`config.mk`:
```
export PLATFORM = sky130hd
export DESIGN_NAME = avalon_st_pkt_fifo_flat
export DESIGN_NICKNAME = d
export VERILOG_FILES = /design/src/rtl/avalon_st_pkt_fifo_if.sv /design/src/rtl/avalon_st_pkt_fifo.sv /design/src/flat_wrapper.sv
export SDC_FILE = /design/constraint.sdc
export NUM_CORES = 1
export LEC_CHECK = 0
export CORE_MARGIN = 3
export CORE_UTILIZATION = 60
export CTS_CLUSTER_SIZE = 14
export DETAILED_ROUTE_END_ITERATION = 10
export PLACE_DENSITY = 0.79
export SYNTH_ARGS = -nofsm -noshare
export SYNTH_HDL_FRONTEND = slang
export SYNTH_SLANG_ARGS = --single-unit
```
`constraint.sdc`:
```
create_clock -name clk -period 4.3 [get_ports clk]
set_input_delay 0.86 -clock clk [delete_from_list [all_inputs] [get_ports clk]]
set_output_delay 0.86 -clock clk [all_outputs]
set_load 0.05 [all_outputs]
```
`src/rtl/avalon_st_pkt_fifo_if.sv`:
```
// Avalon-ST beat bundle: valid/ready handshake with data and packet sideband.
// The FIFO takes the slave side on its sink and the master side on its source.
interface avalon_st_pkt_fifo_if #(
  parameter int DATA_WIDTH = 32
);
  logic                  valid;
  logic                  ready;
  logic [DATA_WIDTH-1:0] data;
  logic                  sop;
  logic                  eop;

  modport master (
    output valid, data, sop, eop,
    input  ready
  );

  modport slave (
    input  valid, data, sop, eop,
    output ready
  );
endinterface

```
`src/rtl/avalon_st_pkt_fifo.sv`:
```
// Single-clock show-ahead Avalon-ST packet FIFO with fill level,
// almost-full/empty status and optional store-and-forward release.
module avalon_st_pkt_fifo #(
  parameter int DATA_WIDTH    = 32,
  parameter int DEPTH         = 16,
  parameter int AF_THRESH     = 12,
  parameter int AE_THRESH     = 2,
  parameter bit STORE_FORWARD = 1'b0
) (
  input  logic                     clk,
  input  logic                     aresetn,
  avalon_st_pkt_fifo_if.slave      snk,
  avalon_st_pkt_fifo_if.master     src,
  output logic [$clog2(DEPTH):0]   level,
  output logic                     almost_full,
  output logic                     almost_empty
);

  localparam int AW = $clog2(DEPTH);
  localparam int EW = DATA_WIDTH + 2;

  typedef logic [AW:0] ptr_t;

  logic [EW-1:0] mem [DEPTH];
  logic [EW-1:0] head;

  ptr_t wr_ptr;
  ptr_t rd_ptr;
  ptr_t wr_nxt;
  ptr_t rd_nxt;
  ptr_t lvl;
  ptr_t pkt_cnt;

  logic rdy;
  logic rel;
  logic wr;
  logic rd;
  logic empty;
  logic full;
  logic full_nxt;
  logic head_eop;
  logic eop_wr;
  logic eop_rd;

  assign head     = mem[rd_ptr[AW-1:0]];
  assign head_eop = head[EW-1];

  assign wr = snk.valid & rdy;
  assign rd = src.valid & src.ready;

  assign wr_nxt = wr_ptr + ptr_t'(wr);
  assign rd_nxt = rd_ptr + ptr_t'(rd);

  assign empty = (wr_ptr == rd_ptr);
  assign full  = (wr_ptr[AW-1:0] == rd_ptr[AW-1:0]) &
                 (wr_ptr[AW] != rd_ptr[AW]);

  assign full_nxt = (wr_nxt[AW-1:0] == rd_nxt[AW-1:0]) &
                    (wr_nxt[AW] != rd_nxt[AW]);

  assign eop_wr = wr & snk.eop;
  assign eop_rd = rd & head_eop;

  assign snk.ready = rdy;

  // Cut-through shows any stored beat; store-forward waits for a whole
  // packet unless an oversize packet forced the release fallback.
  assign src.valid = !empty &
                     (!STORE_FORWARD | (pkt_cnt != '0) | rel);
  assign src.data  = head[DATA_WIDTH-1:0];
  assign src.sop   = head[EW-2];
  assign src.eop   = head_eop;

  assign level        = lvl;
  assign almost_full  = (lvl >= ptr_t'(AF_THRESH));
  assign almost_empty = (lvl <= ptr_t'(AE_THRESH));

  always_ff @(posedge clk) begin
    if (wr) begin
      mem[wr_ptr[AW-1:0]] <= {snk.eop, snk.sop, snk.data};
    end
  end

  always_ff @(posedge clk or negedge aresetn) begin
    if (!aresetn) begin
      wr_ptr <= '0;
      rd_ptr <= '0;
      rdy    <= 1'b0;
    end else begin
      wr_ptr <= wr_nxt;
      rd_ptr <= rd_nxt;
      rdy    <= !full_nxt;
    end
  end

  always_ff @(posedge clk or negedge aresetn) begin
    if (!aresetn) begin
      lvl <= '0;
    end else begin
      unique case ({wr, rd})
        2'b10:   lvl <= lvl + 1'b1;
        2'b01:   lvl <= lvl - 1'b1;
        default: lvl <= lvl;
      endcase
    end
  end

  always_ff @(posedge clk or negedge aresetn) begin
    if (!aresetn) begin
      pkt_cnt <= '0;
    end else begin
      unique case ({eop_wr, eop_rd})
        2'b10:   pkt_cnt <= pkt_cnt + 1'b1;
        2'b01:   pkt_cnt <= pkt_cnt - 1'b1;
        default: pkt_cnt <= pkt_cnt;
      endcase
    end
  end

  // A full FIFO with no complete packet can never drain otherwise.
  always_ff @(posedge clk or negedge aresetn) begin
    if (!aresetn) begin
      rel <= 1'b0;
    end else if (eop_rd) begin
      rel <= 1'b0;
    end else if (full & (pkt_cnt == '0)) begin
      rel <= 1'b1;
    end
  end

endmodule

```
`src/flat_wrapper.sv`:
```
// flat-port wrapper written by rule: the top's interface ports become plain ports
module avalon_st_pkt_fifo_flat 
#(
  parameter int DATA_WIDTH    = 32,
  parameter int DEPTH         = 16,
  parameter int AF_THRESH     = 12,
  parameter int AE_THRESH     = 2,
  parameter bit STORE_FORWARD = 1'b0
)
  (clk, aresetn, level, almost_full, almost_empty, snk_valid, snk_data, snk_sop, snk_eop, snk_ready, src_valid, src_data, src_sop, src_eop, src_ready);
  avalon_st_pkt_fifo_if #(.DATA_WIDTH(DATA_WIDTH)) snk_i ();
  avalon_st_pkt_fifo_if #(.DATA_WIDTH(DATA_WIDTH)) src_i ();
  input  logic clk;
  input  logic aresetn;
  output logic [$clog2(DEPTH):0] level;
  output logic almost_full;
  output logic almost_empty;
  input wire logic [$bits(snk_i.valid)-1:0] snk_valid;
  input wire logic [$bits(snk_i.data)-1:0] snk_data;
  input wire logic [$bits(snk_i.sop)-1:0] snk_sop;
  input wire logic [$bits(snk_i.eop)-1:0] snk_eop;
  output wire logic [$bits(snk_i.ready)-1:0] snk_ready;
  output wire logic [$bits(src_i.valid)-1:0] src_valid;
  output wire logic [$bits(src_i.data)-1:0] src_data;
  output wire logic [$bits(src_i.sop)-1:0] src_sop;
  output wire logic [$bits(src_i.eop)-1:0] src_eop;
  input wire logic [$bits(src_i.ready)-1:0] src_ready;
  assign snk_i.valid = snk_valid;
  assign snk_i.data = snk_data;
  assign snk_i.sop = snk_sop;
  assign snk_i.eop = snk_eop;
  assign snk_ready = snk_i.ready;
  assign src_valid = src_i.valid;
  assign src_data = src_i.data;
  assign src_sop = src_i.sop;
  assign src_eop = src_i.eop;
  assign src_i.ready = src_ready;
  avalon_st_pkt_fifo #(.DATA_WIDTH(DATA_WIDTH), .DEPTH(DEPTH), .AF_THRESH(AF_THRESH), .AE_THRESH(AE_THRESH), .STORE_FORWARD(STORE_FORWARD)) u_core (.clk(clk), .aresetn(aresetn), .snk(snk_i), .src(src_i), .level(level), .almost_full(almost_full), .almost_empty(almost_empty));
endmodule
```
Yosys cells after proc, flatten, opt, wreduce, memory -nomap -nowiden
Memory sizes are Yosys's and may differ from the RTL's.
Index checks and enable logic that the tools add are counted.
{"block": "op_classes", "n_lt_le_gt_ge": 2, "n_reduce_logical": 3, "eq_ne": 5, "addsub": 4, "bitwise_logic": 3, "muxes": 3}
{"op": "adder 5 x 1 -> 5 bit", "n": 2}
{"op": "one-hot mux 5 bit (2 select lines)", "n": 1}
{"op": "adder 5 x 1 -> 5 bit (second input constant)", "n": 1}
{"op": "== test 5 bit", "n": 1}
{"op": "greater-or-equal comparator 5 x 4 -> 1 bit (second input constant)", "n": 1}
{"op": "<= comparator 5 x 2 -> 1 bit (second input constant)", "n": 1}
{"op": "subtractor 5 x 1 -> 5 bit (second input constant)", "n": 1}
{"op": "== test 4 bit", "n": 1}
{"op": "AND 1 bit", "n": 3}
{"op": "== test 2 x 1 -> 1 bit (second input constant)", "n": 1}
{"op": "== test 2 bit (second input constant)", "n": 1}
{"op": "logical NOT 1 bit", "n": 2}
{"op": "two-way mux 1 bit", "n": 2}
{"op": "nonzero test 2 bit", "n": 1}
{"op": "!= test 1 bit", "n": 1}
{"block": "word_totals", "elab_cells": 25, "memories": 1, "output_inout_bits": 43, "ramBits": 544, "regBits": 16}
{"name": "u_core.mem", "words": 16, "word_bits": 34, "read_ports": 1, "rd_ports_with_merged_regs": 0, "wr": 1, "line": "avalon_st_pkt_fifo.sv:24", "text": "logic [EW-1:0] mem [DEPTH];"}

Longest topological paths before layout
Gate-level depths: netlist of the first run.
{"block": "logic_depth", "word_depth": 7, "ltp_mapped": 13, "mapped_depth_nobuf": 12}

Worst setup path after synthesis of the first run
No wires, ideal clock.
{"block": "synth_path", "kind": "in2reg", "start": "in snk_valid", "end": "mem u_core.mem[0][0] in the netlist's numbering, enable pin", "t_arrival_ps": 3677, "setup_ps": 467, "stages": 3, "required_ps": 3833, "setup_slack_ps": 155, "path_cell_list": "nand2_1 or3_1 nor3_1"}
{"block": "synth_via", "elab_chain_cells": 3}
{"item": "start, declared", "line": "flat_wrapper.sv:18", "text": "input wire logic [$bits(snk_i.valid)-1:0] snk_valid;"}
{"item": "AND 1 bit", "line": "avalon_st_pkt_fifo.sv:48", "text": "assign wr = snk.valid & rdy;"}
{"item": "two-way mux 1 bit", "line": "avalon_st_pkt_fifo.sv:79", "text": "if (wr) begin"}
{"item": "two-way mux 1 bit (implied by the code)", "line": "avalon_st_pkt_fifo.sv:80", "text": "mem[wr_ptr[AW-1:0]] <= {snk.eop, snk.sop, snk.data};"}
{"item": "end, declared", "line": "avalon_st_pkt_fifo.sv:24"}
Every way passes these cells.

Worst setup path after layout of the first run
{"block": "layout_path", "start": "reg u_core.rd_ptr[1]", "end": "out src_data[17]"}
{"block": "layout_via", "elab_chain_cells": 1}
{"item": "start, declared", "line": "avalon_st_pkt_fifo.sv:28", "text": "ptr_t rd_ptr;"}
{"item": "start signal, assigned", "line": "avalon_st_pkt_fifo.sv:91", "text": "rd_ptr <= rd_nxt;"}
{"item": "memory read (16 x 34 bit)"}
{"item": "end, declared", "line": "flat_wrapper.sv:24", "text": "output wire logic [$bits(src_i.data)-1:0] src_data;"}
Every way passes these cells.

==> flow_summary.json, run 1 <==
{
  "worstReg2RegStart": "u_core.rd_ptr[0]",
  "p_leak_nw": 7.87,
  "grt_antenna_before_repair": 1,
  "clock_skew_ps": 16.2,
  "cp-end-kind": "primary output",
  "clock.fmax_mhz": 244,
  "period_needed_ps": 4100,
  "startpoint_type": "flip-flop",
  "r2r_end": "u_core.level[4]",
  "reg2reg_slack_ps": 970,
  "hp-class": "reg2reg",
  "crit_end": "src_data[17]",
  "synth_commonest_cells": "544 x edfxtp_1, 136 x mux4_2, 68 x a22oi_1",
  "first_pass_iters": 6,
  "netlist_instances": 936,
  "cts_htree_levels": 2,
  "period_share_pct": 95.4,
  "clock_path_buffers": 3,
  "hold_viol": 0,
  "cts.sinks": 560,
  "start_util_pct": 61.2,
  "die_y_um": 194,
  "worstHoldStart": "u_core.level[4]",
  "status": "completed",
  "peakVddDrop_v": 0.000587,
  "io_buffers": 80,
  "drv_slew": 0,
  "worstPathMaxFanout": 32,
  "wl_per_cell_um": 31.3,
  "overflow": 0,
  "tightest_slew_ps": 753,
  "ys_async_sr_fraction_pct": 2.86,
  "clockRootBuffer": "clkbuf_16",
  "ant_nets": 0,
  "synth_ff_type": "edfxtp_1",
  "cts_hold_buf": 0,
  "power_density_nw_per_um2": 730,
  "grt_start_max_net_pins": 43,
  "grt_pass1_vias": 10900,
  "cp.required_ps": 3440,
  "die_width_um": 194,
  "synth_cell_types": 32,
  "seq_area_frac_synth_pct": 78.6,
  "avgSynthCellArea_sq_um": 22.8,
  "syn_nets": 983,
  "drt_iter0_markers": 1307,
  "yosysMostFrequentCell": "edfxtp_1",
  "max-cap-violations": 0,
  "grt_pass1_wl_mm": 71.9,
  "vias_per_cell": 6.75,
  "drt-total-wl_mm": 48.6,
  "nets": 1106,
  "fp.coreArea_sq_um": 34800,
  "yosysTopAreaCell": "edfxtp_1",
  "critical_path_class": "reg2out",
  "dieArea_sq_um": 37800,
  "drc_errors": 0,
  "cts-buffers-inserted": 53,
  "setup_viol": 0,
  "postCtsSetupBuffers": 0,
  "ios": 81,
  "cts_resized": 0,
  "synth_area_leaders": "edfxtp_1 77%, mux4_2 14%, a22oi_1 2.4%, dfrtp_1 1.9%, nand2_1 0.69%",
  "ys_seq_elements": 560,
  "rsz0062_at_grt": "no",
  "slew_headroom_pct": 49.7,
  "synth_top_area_share_pct": 76.7,
  "gp_congestion": 0.731,
  "crit_start": "u_core.rd_ptr[1]",
  "fill_cells": 1914,
  "num_vias": 10500,
  "ys_warn_count": 0,
  "ff2ff_path_depth": 11,
  "insertion_delay_ps": 580,
  "setup_tns_ps": 0,
  "layout-drive-gt1-share_pct": 24.2,
  "cts.clk_slew.worst_paths_ps": 60,
  "synth_edf_count": 544,
  "area_delta_synth_final_pct": 15.8,
  "grt_usage_pct": 26.0,
  "hpwl_mm": 24.6,
  "rows": 68,
  "cp_data_arrival_time_ps": 3240,
  "cts_tree": "done",
  "syn_area_sq_um": 21300,
  "final_core_util_pct": 70.9
}
==> report_power, final <==
| part | switching, mW | internal, mW |
|---|---|---|
| clock | 1.95 | 2.42 |
| combinational | 3.96 | 2.64 |
| sequential | 0.393 | 6.63 |
==> flip-flops by register name (all words and copies together) (netlist names) <==
| name | cells |
|---|---|
| u_core.mem | 544 |
| u_core.level | 5 |
| u_core.rd_ptr | 5 |
| u_core.wr_ptr | 5 |
| u_core.snk.ready | 1 |
==> cells in the final DEF (no fill, tap or decap), drive strengths merged <==
cell type and n:
a2111oi 1, a21o 2, a21oi 2, a22oi 68
and2 2, buf 40, bufinv 2, clkbuf 69
clkdlybuf4s50 80, clkinv 20, dfrtp 16, diode 1
edfxtp 544, fa 1, ha 8, inv 7
mux2i 1, mux4 136, nand2 40, nand2b 2
nand3 7, nand3b 1, nor2 14, nor2b 3
nor3 5, o21ai 3, or3 2, or3b 1
xnor2 12, xor2 8
==> cells by family after synthesis <==
logic type                 Yosys count  share of synthesized area, %
AOI/OAI and AO/OA                   76                          2.63
xor gates and xnor gates            20                         0.858
adders and majority gates            9                         0.564
buffers and inverters               57                          1.35
DFF                                560                          78.6
muxes                              137                          14.4
and+or+nand+nor                     77                          1.60
==> worst max-delay path, cell delays in order, from the launching register on <==
cell,delay (ps)
dfrtp_4,800
buf_4,410
mux4_2,360
a22oi_1,250
nand2_1,100
clkdlybuf4s50_1,720
==> routing by layer <==
layer | wire [um] | part of all wire [%] | track usage [%]
met2 | 24700 | 51 | 42.7
met3 | 4510 | 9.3 | 5.18
met1 | 17900 | 37 | 36.2
met5 | 0 | 0 | 0
met4 | 1550 | 3.2 | 8.54
==> layout make-up <==
cell class                 count  area [sq um]  share of cell area (%)
antenna                        1          2.50                  0.0101
clock inverter                24           184                   0.745
clock buffer                  69          1410                    5.71
inverter                       5          18.8                  0.0761
tap                          455           569                    2.31
timing repair buffer         120          1340                    5.43
sequential                   560         16700                    67.9
multi-input combinational    319          4410                    17.9
==> how the worst min path moves through the flow <==
| stage | end | slack, ps | cells after the start |
|---|---|---|---|
| final | u_core.level[4] | 520 | 1 |
| after global routing | u_core.level[4] | 550 | 1 |
| after global placement | u_core.level[4] | 500 | 1 |
| after CTS | u_core.level[4] | 530 | 1 |
| after floorplan | u_core.wr_ptr[4] | 500 | 1 |
| after detailed placement | u_core.level[4] | 520 | 1 |
==> metrics by stage <==
step	instance area (sq um)	worst slack, ps	cells	hold WS, ps	power (mW)
floorplan	21300	155	936	503	11.5
global placement	23100	837	1459	505	13.5
detailed placement	23100	822	1459	519	13.7
CTS	24700	184	1552	528	18.1
global route	24700	85.7	1553	548	18.6
finish	24700	199	1553	519	18.0
No activity file was read; power rests on OpenSTA's default activity.
==> run 2: changes to the inputs <==
--- a/config.mk
+++ b/config.mk
@@ -5,10 +5,11 @@
 export SDC_FILE = /design/constraint.sdc
 export NUM_CORES = 1
 export LEC_CHECK = 0
-export CORE_MARGIN = 3
+export CORE_MARGIN = 5
 export CORE_UTILIZATION = 60
 export CTS_CLUSTER_SIZE = 14
 export DETAILED_ROUTE_END_ITERATION = 10
+export GPL_ROUTABILITY_DRIVEN = 1
 export PLACE_DENSITY = 0.79
 export SYNTH_ARGS = -nofsm -noshare
 export SYNTH_HDL_FRONTEND = slang
==> constraint.sdc (replaced) <==
create_clock -name clk -period 4 [get_ports clk]
set_input_delay 0.8 -clock clk [delete_from_list [all_inputs] [get_ports clk]]
set_output_delay 0.8 -clock clk [all_outputs]
set_load 0.05 [all_outputs]
==> run 2 against run 1 <==
Net effect:
- via count fell by 3.3%
- sequential power rose by 6.8%
- clock power rose by 10%
- critical endpoint is now src_data[19]
- largest cell class unchanged
- highest routed layer is now met5
==> flow_summary.json, run 2 (same netlist as run 1, synthesis figures left out) <==
{
  "status": "completed",
  "p_leak_nw": 8.12,
  "startpoint_type": "flip-flop",
  "nets": 1104,
  "cp.required_ps": 3200,
  "power_density_nw_per_um2": 779,
  "setup_viol": 0,
  "worstPathMaxFanout": 21,
  "slew_headroom_pct": 48.6,
  "drt_iter0_markers": 1079,
  "hp-class": "reg2reg",
  "ios": 81,
  "tightest_slew_ps": 769,
  "cts.sinks": 560,
  "vias_per_cell": 6.48,
  "grt_start_max_net_pins": 66,
  "insertion_delay_ps": 600,
  "hpwl_mm": 23.8,
  "layout_common_cells": "544 x edfxtp_1, 136 x mux4_2, 68 x a22oi_1",
  "cp_data_arrival_time_ps": 3070,
  "rows": 69,
  "clock_skew_ps": 15.2,
  "period_needed_ps": 3870,
  "start_util_pct": 60.3,
  "max-cap-violations": 0,
  "grt_antenna_before_repair": 4,
  "cts_tree": "done",
  "cts_htree_levels": 2,
  "grt_pass1_wl_mm": 69.5,
  "gp_congestion": 0.737,
  "grt_usage_pct": 24.5,
  "overflow": 0,
  "critical_path_class": "reg2out",
  "final_common_cell": "edfxtp_1",
  "cts_hold_buf": 0,
  "clock_path_buffers": 3,
  "fill_cells": 2010,
  "postPlaceCellArea_sq_um": 23000,
  "rsz0062_at_grt": "no",
  "grt_pass1_vias": 10500,
  "fp.coreArea_sq_um": 35300,
  "ant_nets": 0,
  "period_share_pct": 96.7,
  "die_width_um": 198,
  "hold_depth": 1,
  "postCtsSetupBuffers": 0,
  "wl_per_cell_um": 29.9,
  "num_vias": 10100,
  "cts-buffers-inserted": 54,
  "largest_reg_flops": 544,
  "cts.clk_slew.worst_paths_ps": 60,
  "die_y_um": 198,
  "drt-total-wl_mm": 46.8,
  "clock.fmax_mhz": 259,
  "io_buffers": 80,
  "ff2ff_path_depth": 11,
  "setup_tns_ps": 0,
  "drc_errors": 0,
  "drv_slew": 0,
  "area_delta_synth_final_pct": 16.1,
  "layout-drive-gt1-share_pct": 24.7,
  "dieArea_sq_um": 39400,
  "cp-end-kind": "primary output",
  "first_pass_iters": 6,
  "finalInstanceArea_sq_um": 24700,
  "clockRootBuffer": "clkbuf_16",
  "peakVddDrop_v": 0.000614,
  "hold_viol": 0
}
==> run 2: cell count changes in the layout (fill, tap and decap cells not counted), moves of 2 or more <==
cell             previous run  this run
buf_12                     19        13
buf_4                      21        25
clkdlybuf4s50_1            80        48
clkinv_1                   13        11
clkinv_4                    0         2
clkinvlp_4                  0         4
diode_2                     1         3
dlygate4sd2_1               0        10
dlymetal6s2s_1              0        21
==> run 2: report_power, final <==
group / internal, mW / switching [mW]
combinational: 2.68 / 4.22
sequential: 7.13 / 0.372
clock: 2.72 / 2.11
total: 12.5 / 6.70
==> run 2: cell type report <==
| class | instances | area (sq um) | area share (%) |
|---|---|---|---|
| Clock inverter | 29 | 246 | 0.997 |
| Multi-Input combinational cell | 319 | 4410 | 17.9 |
| Timing Repair Buffer | 117 | 1280 | 5.17 |
| Sequential cell | 560 | 16700 | 67.7 |
| Antenna cell | 3 | 7.51 | 0.0304 |
| Tap cell | 461 | 577 | 2.33 |
| Inverter | 5 | 18.8 | 0.0759 |
| Clock buffer | 70 | 1430 | 5.80 |
==> run 2: final timing paths <==
path / startpoint / endpoint / slack (ps)
max: u_core.rd_ptr[0] / src_data[19] / 130
min reg2reg: u_core.level[4] / u_core.level[4] / 520
max in group asynchronous: aresetn / u_core.rd_ptr[1] / 2780
min: u_core.level[4] / u_core.level[4] / 520
min in group asynchronous: aresetn / u_core.level[3] / 660
max reg2reg: u_core.rd_ptr[1] / u_core.level[4] / 850
==> run 2: metal layers <==
layer  global-route usage, %  share of wire [%]  up-vias
met5                       0              0.028        -
met4                    6.91                2.6        2
met3                    5.61                8.3       86
met2                    41.4                 52      569
met1                    32.9                 37     5275
li1                        -                  -     4203
==> run 2: timing repair <==
item | in CTS | in global routing
setup endpoints to repair | 10 | 21
resized for setup | 10 | 21
pin swaps | 0 | 0
==> run 2: through the flow <==
| stage | hold slack (ps) | util (%) | setup slack [ps] | instances | total power [mW] |
|---|---|---|---|---|---|
| finish | 523 | 70.0 | 132 | 1564 | 19.2 |
| global placement | 503 | 65.1 | 621 | 1462 | 14.5 |
| floorplan | 503 | - | 52.3 | 936 | 12.3 |
| global route | 548 | 70.0 | 9.45 | 1563 | 20.0 |
| detailed placement | 518 | 65.1 | 553 | 1462 | 14.6 |
| CTS | 527 | 69.8 | 3.05 | 1561 | 19.4 |
==> run 2: critical path, cell delays in order, from the launching register on <==
cell and delay (ps):
dfrtp_4 630, buf_12 260, mux4_2 550, a22oi_1 240, nand2_1 80, clkdlybuf4s50_1 700
